File: src/rtl/multiword_sub_ctrl_pkg.sv
// multiword_sub_ctrl_pkg
//   Shared definitions for the multi-word subtract sequencer.
//   - state_t     : controller state encoding (IDLE, RUN, DONE)
//   - NIBBLE_W    : width of one subtractor slice
//   - clog2_int() : ceiling log2, used to size the nibble index
package multiword_sub_ctrl_pkg;

  localparam int NIBBLE_W = 4;

  typedef enum logic [1:0] {
    IDLE = 2'd0,
    RUN  = 2'd1,
    DONE = 2'd2
  } state_t;

  // Ceiling log2 with a floor of 1 bit so a counter always has a width.
  function automatic int clog2_int(input int value);
    int bits;
    bits = 1;
    for (int i = 1; i < 31; i++) begin
      if ((1 << i) < value) bits = i + 1;
    end
    return bits;
  endfunction

endpackage

File: src/rtl/multiword_sub_ctrl_if.sv
// multiword_sub_ctrl_if
//   Host-side handshake and operand/result bus of the sequencer.
//   Signals:
//     start     : request pulse from host
//     a, b      : minuend / subtrahend, WORDS nibbles wide
//     borrowIn  : initial borrow into nibble 0
//     busy      : operation in progress
//     done      : one-cycle result-valid pulse
//     diff      : a - b - borrowIn modulo 2^WIDTH
//     borrowOut : borrow out of the top nibble
//     zero      : diff == 0
//   Modports: master (host side), slave (sequencer side).
interface multiword_sub_ctrl_if
  import multiword_sub_ctrl_pkg::*;
#(
  parameter int WORDS = 4
);

  localparam int WIDTH = NIBBLE_W * WORDS;

  logic             start;
  logic [WIDTH-1:0] a;
  logic [WIDTH-1:0] b;
  logic             borrowIn;
  logic             busy;
  logic             done;
  logic [WIDTH-1:0] diff;
  logic             borrowOut;
  logic             zero;

  modport master (
    output start, a, b, borrowIn,
    input  busy, done, diff, borrowOut, zero
  );

  modport slave (
    input  start, a, b, borrowIn,
    output busy, done, diff, borrowOut, zero
  );

endinterface

File: src/rtl/multiword_sub_ctrl_parallel_sub.sv
// parallel_sub
//   The existing 4-bit ripple-borrow subtractor slice (purely combinational).
//   Ports:
//     a, b      : 4-bit operands
//     borrowIn  : borrow from the previous, less significant slice
//     diff      : a - b - borrowIn, modulo 16
//     borrowOut : 1 when the subtraction needed to borrow
module parallel_sub
  import multiword_sub_ctrl_pkg::*;
(
  input  logic [NIBBLE_W-1:0] a,
  input  logic [NIBBLE_W-1:0] b,
  input  logic                borrowIn,
  output logic [NIBBLE_W-1:0] diff,
  output logic                borrowOut
);

  logic [NIBBLE_W:0] full_diff;

  // Subtracting in one extra bit makes the MSB the borrow: it goes to 1
  // exactly when the true result is negative.
  always_comb begin
    full_diff = {1'b0, a} - {1'b0, b} - {{NIBBLE_W{1'b0}}, borrowIn};
    diff      = full_diff[NIBBLE_W-1:0];
    borrowOut = full_diff[NIBBLE_W];
  end

endmodule

File: src/rtl/multiword_sub_ctrl.sv
// multiword_sub_ctrl
//   Computes a WORDS*4-bit subtraction by running one 4-bit parallel_sub
//   slice for WORDS cycles, least significant nibble first, with the borrow
//   kept in a register between cycles.
//   Ports:
//     clk  : rising-edge clock
//     rstN : asynchronous active-low reset
//     bus  : slave side of multiword_sub_ctrl_if (start/busy/done handshake,
//            operands, result, borrowOut, zero)
module multiword_sub_ctrl
  import multiword_sub_ctrl_pkg::*;
#(
  parameter int WORDS = 4
)(
  input  logic                 clk,
  input  logic                 rstN,
  multiword_sub_ctrl_if.slave  bus
);

  localparam int                WIDTH    = NIBBLE_W * WORDS;
  localparam int                IDX_W    = clog2_int(WORDS);
  localparam logic [IDX_W-1:0]  LAST_IDX = IDX_W'(WORDS - 1);

  state_t state;
  state_t state_next;

  logic [WIDTH-1:0]    a_reg;
  logic [WIDTH-1:0]    b_reg;
  logic [WIDTH-1:0]    diff_reg;
  logic [WIDTH-1:0]    diff_next;
  logic [IDX_W-1:0]    idx;
  logic                borrow_reg;
  logic                borrow_out_reg;
  logic                zero_reg;

  logic [NIBBLE_W-1:0] slice_a;
  logic [NIBBLE_W-1:0] slice_b;
  logic [NIBBLE_W-1:0] slice_diff;
  logic                slice_borrow;

  logic                accept;
  logic                last_nibble;

  // The single shared slice.
  parallel_sub u_slice (
    .a         (slice_a),
    .b         (slice_b),
    .borrowIn  (borrow_reg),
    .diff      (slice_diff),
    .borrowOut (slice_borrow)
  );

  // Slice operand selection and the result with the current nibble merged
  // in; the merged value lets zero be judged on the complete result in the
  // same edge that writes the last nibble.
  always_comb begin
    slice_a   = a_reg[int'(idx)*NIBBLE_W +: NIBBLE_W];
    slice_b   = b_reg[int'(idx)*NIBBLE_W +: NIBBLE_W];
    diff_next = diff_reg;
    diff_next[int'(idx)*NIBBLE_W +: NIBBLE_W] = slice_diff;
  end

  // Next-state and handshake outputs. DONE accepts a start just like IDLE,
  // so back-to-back operations need no idle bubble.
  always_comb begin
    state_next  = state;
    accept      = 1'b0;
    last_nibble = 1'b0;
    case (state)
      IDLE: begin
        if (bus.start) begin
          accept     = 1'b1;
          state_next = RUN;
        end
      end
      RUN: begin
        if (idx == LAST_IDX) begin
          last_nibble = 1'b1;
          state_next  = DONE;
        end
      end
      DONE: begin
        if (bus.start) begin
          accept     = 1'b1;
          state_next = RUN;
        end else begin
          state_next = IDLE;
        end
      end
      default: state_next = IDLE;
    endcase
  end

  // State register.
  always_ff @(posedge clk or negedge rstN) begin
    if (!rstN) begin
      state <= IDLE;
    end else begin
      state <= state_next;
    end
  end

  // Operand, borrow, index and result registers. Operands are captured only
  // on an accepted start, so host changes during RUN have no effect. The
  // index stops at LAST_IDX and is cleared by the next accepted start.
  always_ff @(posedge clk or negedge rstN) begin
    if (!rstN) begin
      a_reg          <= '0;
      b_reg          <= '0;
      diff_reg       <= '0;
      idx            <= '0;
      borrow_reg     <= 1'b0;
      borrow_out_reg <= 1'b0;
      zero_reg       <= 1'b0;
    end else if (accept) begin
      a_reg      <= bus.a;
      b_reg      <= bus.b;
      borrow_reg <= bus.borrowIn;
      idx        <= '0;
      diff_reg   <= '0;
    end else if (state == RUN) begin
      diff_reg   <= diff_next;
      borrow_reg <= slice_borrow;
      if (last_nibble) begin
        borrow_out_reg <= slice_borrow;
        zero_reg       <= (diff_next == '0);
      end else begin
        idx <= idx + 1'b1;
      end
    end
  end

  assign bus.busy      = (state == RUN);
  assign bus.done      = (state == DONE);
  assign bus.diff      = diff_reg;
  assign bus.borrowOut = borrow_out_reg;
  assign bus.zero      = zero_reg;

endmodule

File: src/flat_wrapper.sv
// flat-port wrapper written by rule: the top's interface ports become plain ports
module multiword_sub_ctrl_flat import multiword_sub_ctrl_pkg::*;
#(
  parameter int WORDS = 4
)
  (clk, rstN, bus_start, bus_a, bus_b, bus_borrowIn, bus_busy, bus_done, bus_diff, bus_borrowOut, bus_zero);
  multiword_sub_ctrl_if #(.WORDS(WORDS)) bus_i ();
  input  logic clk;
  input  logic rstN;
  input wire logic [$bits(bus_i.start)-1:0] bus_start;
  input wire logic [$bits(bus_i.a)-1:0] bus_a;
  input wire logic [$bits(bus_i.b)-1:0] bus_b;
  input wire logic [$bits(bus_i.borrowIn)-1:0] bus_borrowIn;
  output wire logic [$bits(bus_i.busy)-1:0] bus_busy;
  output wire logic [$bits(bus_i.done)-1:0] bus_done;
  output wire logic [$bits(bus_i.diff)-1:0] bus_diff;
  output wire logic [$bits(bus_i.borrowOut)-1:0] bus_borrowOut;
  output wire logic [$bits(bus_i.zero)-1:0] bus_zero;
  assign bus_i.start = bus_start;
  assign bus_i.a = bus_a;
  assign bus_i.b = bus_b;
  assign bus_i.borrowIn = bus_borrowIn;
  assign bus_busy = bus_i.busy;
  assign bus_done = bus_i.done;
  assign bus_diff = bus_i.diff;
  assign bus_borrowOut = bus_i.borrowOut;
  assign bus_zero = bus_i.zero;
  multiword_sub_ctrl #(.WORDS(WORDS)) u_core (.clk(clk), .rstN(rstN), .bus(bus_i));
endmodule
File: config.mk
export PLATFORM = sky130hd
export DESIGN_NAME = multiword_sub_ctrl_flat
export DESIGN_NICKNAME = d
export VERILOG_FILES = /design/src/rtl/multiword_sub_ctrl_pkg.sv /design/src/rtl/multiword_sub_ctrl_if.sv /design/src/rtl/multiword_sub_ctrl_parallel_sub.sv /design/src/rtl/multiword_sub_ctrl.sv /design/src/flat_wrapper.sv
export SDC_FILE = /design/constraint.sdc
export NUM_CORES = 1
export LEC_CHECK = 0
export CORE_MARGIN = 1
export CORE_UTILIZATION = 40
export CTS_CLUSTER_SIZE = 28
export DETAILED_ROUTE_END_ITERATION = 8
export PLACE_DENSITY = 0.76
export SYNTH_ARGS = -nofsm -noshare
export SYNTH_HDL_FRONTEND = slang
export SYNTH_SLANG_ARGS = --single-unit
File: constraint.sdc
create_clock -name clk -period 6.4 [get_ports clk]
set_input_delay 1.28 -clock clk [delete_from_list [all_inputs] [get_ports clk]]
set_output_delay 1.28 -clock clk [all_outputs]
set_load 0.005 [all_outputs]
==> summary.txt <==
Floorplan
  • DIE WIDTH: between 80 and 90 um
  • Std cell rows: 29
  • I/O Pins: between 50 and 60
  • Initial Utilization: a little over two fifths
  • Die H: approximately 84 um
  • Die area: about 0.0070 sq mm
  • Core Region: around 0.0064 sq mm

Global routing
  • First-pass GRT wire length: roughly 9000 um
  • GRT Total Usage: between 10% and 20%
  • Gr ovfl total: 0
  • Initial antenna violation count: 0
  • Largest net degree at the start of global routing: 56
  • Vias in the first global route: approximately 1800

Clocking
  • Clock Path Buffers: 2
  • Gates resized, CTS repair: 0
  • Hold_buf cts: 0
  • Num CTS Buffers: 5
  • Clock sink count: 55
  • Worst-Skew Late Latency: 0.30 ns
  • Root buffer cell: clkbuf_8
  • CTS tree: yes
  • Setup bufs post-CTS: 0
  • Clk pin slew, worst setup/hold paths: about 0.090 ns
  • H-tree depth: 2

STA
  • Worst-Margin Slew: slightly above 1 ns
  • Unrepaired setup endpoints after global routing: false
  • Sum of negative setup slack: 0 ns
  • Final Hold Fails: 0
  • Worst clock skew: between 0.003 and 0.004 ns
  • Pins Over Slew Limit: 0
  • Period utilization: about 48%
  • F_max: between 300 and 400 MHz
  • Relative slew slack: 30.6%
  • Final Critical Period: 3.10 ns
  • Final hold slack: just under 0.5 ns
  • Final setup vio count: 0

Layout
  • Layout area overhead: 26.9%
  • Final core occ: between 50 and 60%
  • Non-filler cells, final: 325
  • # diodes: 0
  • Layout cells sized above 1: between 10% and 20%
  • Most common cell after layout, fill and taps aside: dfrtp_1
  • Post-layout nets: ~300
  • Most frequent cells in the layout: dfrtp_1 (55), clkdlybuf4s50_1 (54), mux2_2 (16), mux2_1 (16), inv_1 (12)
  • Fill count: 560

Critical path
  • Critical path class: flop to flop
  • Crit path capture type: flop
  • Worst-path cell chain: mux4_2, inv_1, fa_1, inv_1, fa_1, and2b_1, nor4_1, a32o_1
  • RR Startpoint: u_core.idx[0]
  • Origin of the worst setup path: u_core.idx[0]
  • CP top delay family: flip-flops
  • Bufs and invs on worst path: 2
  • Arr. time, crit path: between 3 and 4 ns
  • Peak fanout along the critical path: 16
  • Crit path max-delay cell type: dfrtp_1
  • CP Launch Type: flop
  • Critical Path RT: around 6.7 ns
  • Critical Path Max Stage Delay: ~0.8 ns

Placement
  • HPWL Detailed: 3740 um
  • Gpl congestion: between 0.7 and 0.8
  • Placed cells: 318
  • I/O Buffers: 55

Job
  • Max-Cap Viols: 0

Logic synthesis
  • Synth Area in Adders: between 6 and 7%
  • Main combinational cell family by area after synthesis: multiplexers
  • Compound-Gate Fraction of Synth Area: between 10% and 20%
  • Ys Warns: 0
  • Synth Area in XOR/XNOR: 0.984%
  • Syn nets: 240
  • Post-synthesis mux area share: between 20% and 30%
  • Sequential fraction of the synthesis area: between 50% and 60%
  • Post-Synth Simple-Gate Area: just over 7%
  • Yosys cell types: 40
  • Post-Syn Area: about 0.0027 sq mm
  • Synth Area per Inst: approximately 14 sq um
  • Post-Syn Instances: between 150 and 200
  • Synthesized flop and latch total: between 50 and 60

Route
  • Starting DRT DRC Count: ~100
  • DRC viols: 0
  • 1st-pass router iterations: 4
  • Vias per std cell: 5.43
  • DR WL/cell: roughly 16 um
  • Routed wire length: between 5000 and 6000 um
  • Final ANT Viol Nets: 0
  • Vias: ~1800

Worst hold path
  • Hold Crit Class: flop to flop
  • Hold_sp: u_core.b_reg[7]

Pwr
  • VDD IR max: 304 uV
  • Leakage: about 1.4 nW
  • Pwr Density: about 580 mW/mm^2

Status
  • Run status: finished, final reports clean
==> metrics by stage <==
step	cell area, sq um	power (mW)	setup slack [ns]
finish	3390	1.97	3.30
CTS	3390	1.99	3.28
floorplan	2670	1.42	3.74
global placement	3290	1.73	3.16
global route	3390	2.13	3.04
detailed placement	3290	1.76	3.10
==> cells in the mapped netlist <==
cell type  instances  area, sq um
a2111o_1           1         11.3
ha_1              10          125
nor4_1             4         25.0
or2b_2             1         8.76
and2b_1            1         7.51
inv_1             12         45.0
xnor2_1            2         17.5
or2_1              1         6.26
mux2_2            16          180
o211ai_1           1         7.51
nand2_2            1         6.26
nand2_1            5         18.8
mux4_1             2         52.6
and4b_4            1         13.8
mux4_2             6          135
and4bb_2           2         25.0
dfrtp_1           55         1380
o2111ai_1          1         8.76
o21ai_1            2         10.0
nand2b_1           2         12.5
a21oi_1            6         30.0
fa_1               2         40.0
mux2_1            16          180
nor3_1             3         15.0
buf_6              2         22.5
o21ai_0            1         5.00
a32o_1             9         90.1
and4bb_4           1         16.3
nor2b_1            2         12.5
clkinv_2           1         5.00
nor2_1             4         15.0
o22ai_1            1         6.26
a22o_1             8         70.1
clkbuf_1           3         11.3
buf_1              2         7.51
a21oi_2            1         8.76
o31ai_1            1         7.51
a2bb2oi_2          1         15.0
xor2_1             1         8.76
or4_4              1         11.3
==> path summary, 6_finish.rpt <==
path,to,slack (ns),depth (start not counted)
worst min register to register,u_core.b_reg[7],0.49,1
worst max-delay path,u_core.bus.zero,3.30,8
min in group asynchronous,u_core.state[1],1.08,2
max in group asynchronous,u_core.b_reg[1],4.84,2
worst min-delay path,u_core.b_reg[7],0.49,1
worst max register to register,u_core.bus.zero,3.30,8
==> cells by family after synthesis <==
family | count (synthesis)
DFF | 55
muxes | 40
AOI/OAI and AO/OA | 33
and+or+nand+nor | 29
buffers and inverters | 20
adders and majority gates | 12
xor gates and xnor gates | 3
==> worst reg2reg max path, cell delays in order (launching register included) <==
cell	delay, ns
dfrtp_1	0.82
mux4_2	0.60
inv_1	0.09
fa_1	0.19
inv_1	0.07
fa_1	0.57
and2b_1	0.19
nor4_1	0.29
a32o_1	0.21
==> report_power, final <==
group / internal [mW] / total (mW) / switching [mW]
registers: 0.509 / 0.629 / 0.121
clock network: 0.115 / 0.223 / 0.108
logic: 0.561 / 1.12 / 0.554
total: 1.18 / 1.97 / 0.783
==> cell type report <==
class	count	area, sq um	share of cell area (%)
Tap cell	77	96.3	2.84
Inverter	13	50.0	1.48
Clock inverter	1	30.0	0.886
Multi-Input combinational cell	117	1210	35.7
Sequential cell	55	1380	40.6
Clock buffer	6	72.6	2.14
Timing Repair Buffer	56	553	16.3
==> layer usage <==
| metal | track usage, % | vias to the layer above | wire length, um |
|---|---|---|---|
| li1 | - | 826 | - |
| met1 | 22.5 | 883 | 2370 |
| met2 | 25.1 | 52 | 2510 |
| met3 | 3.96 | 5 | 256 |
| met4 | 4.62 | 0 | 50 |
| met5 | 0 | - | 0 |
(Power assumes the default switching activity.)
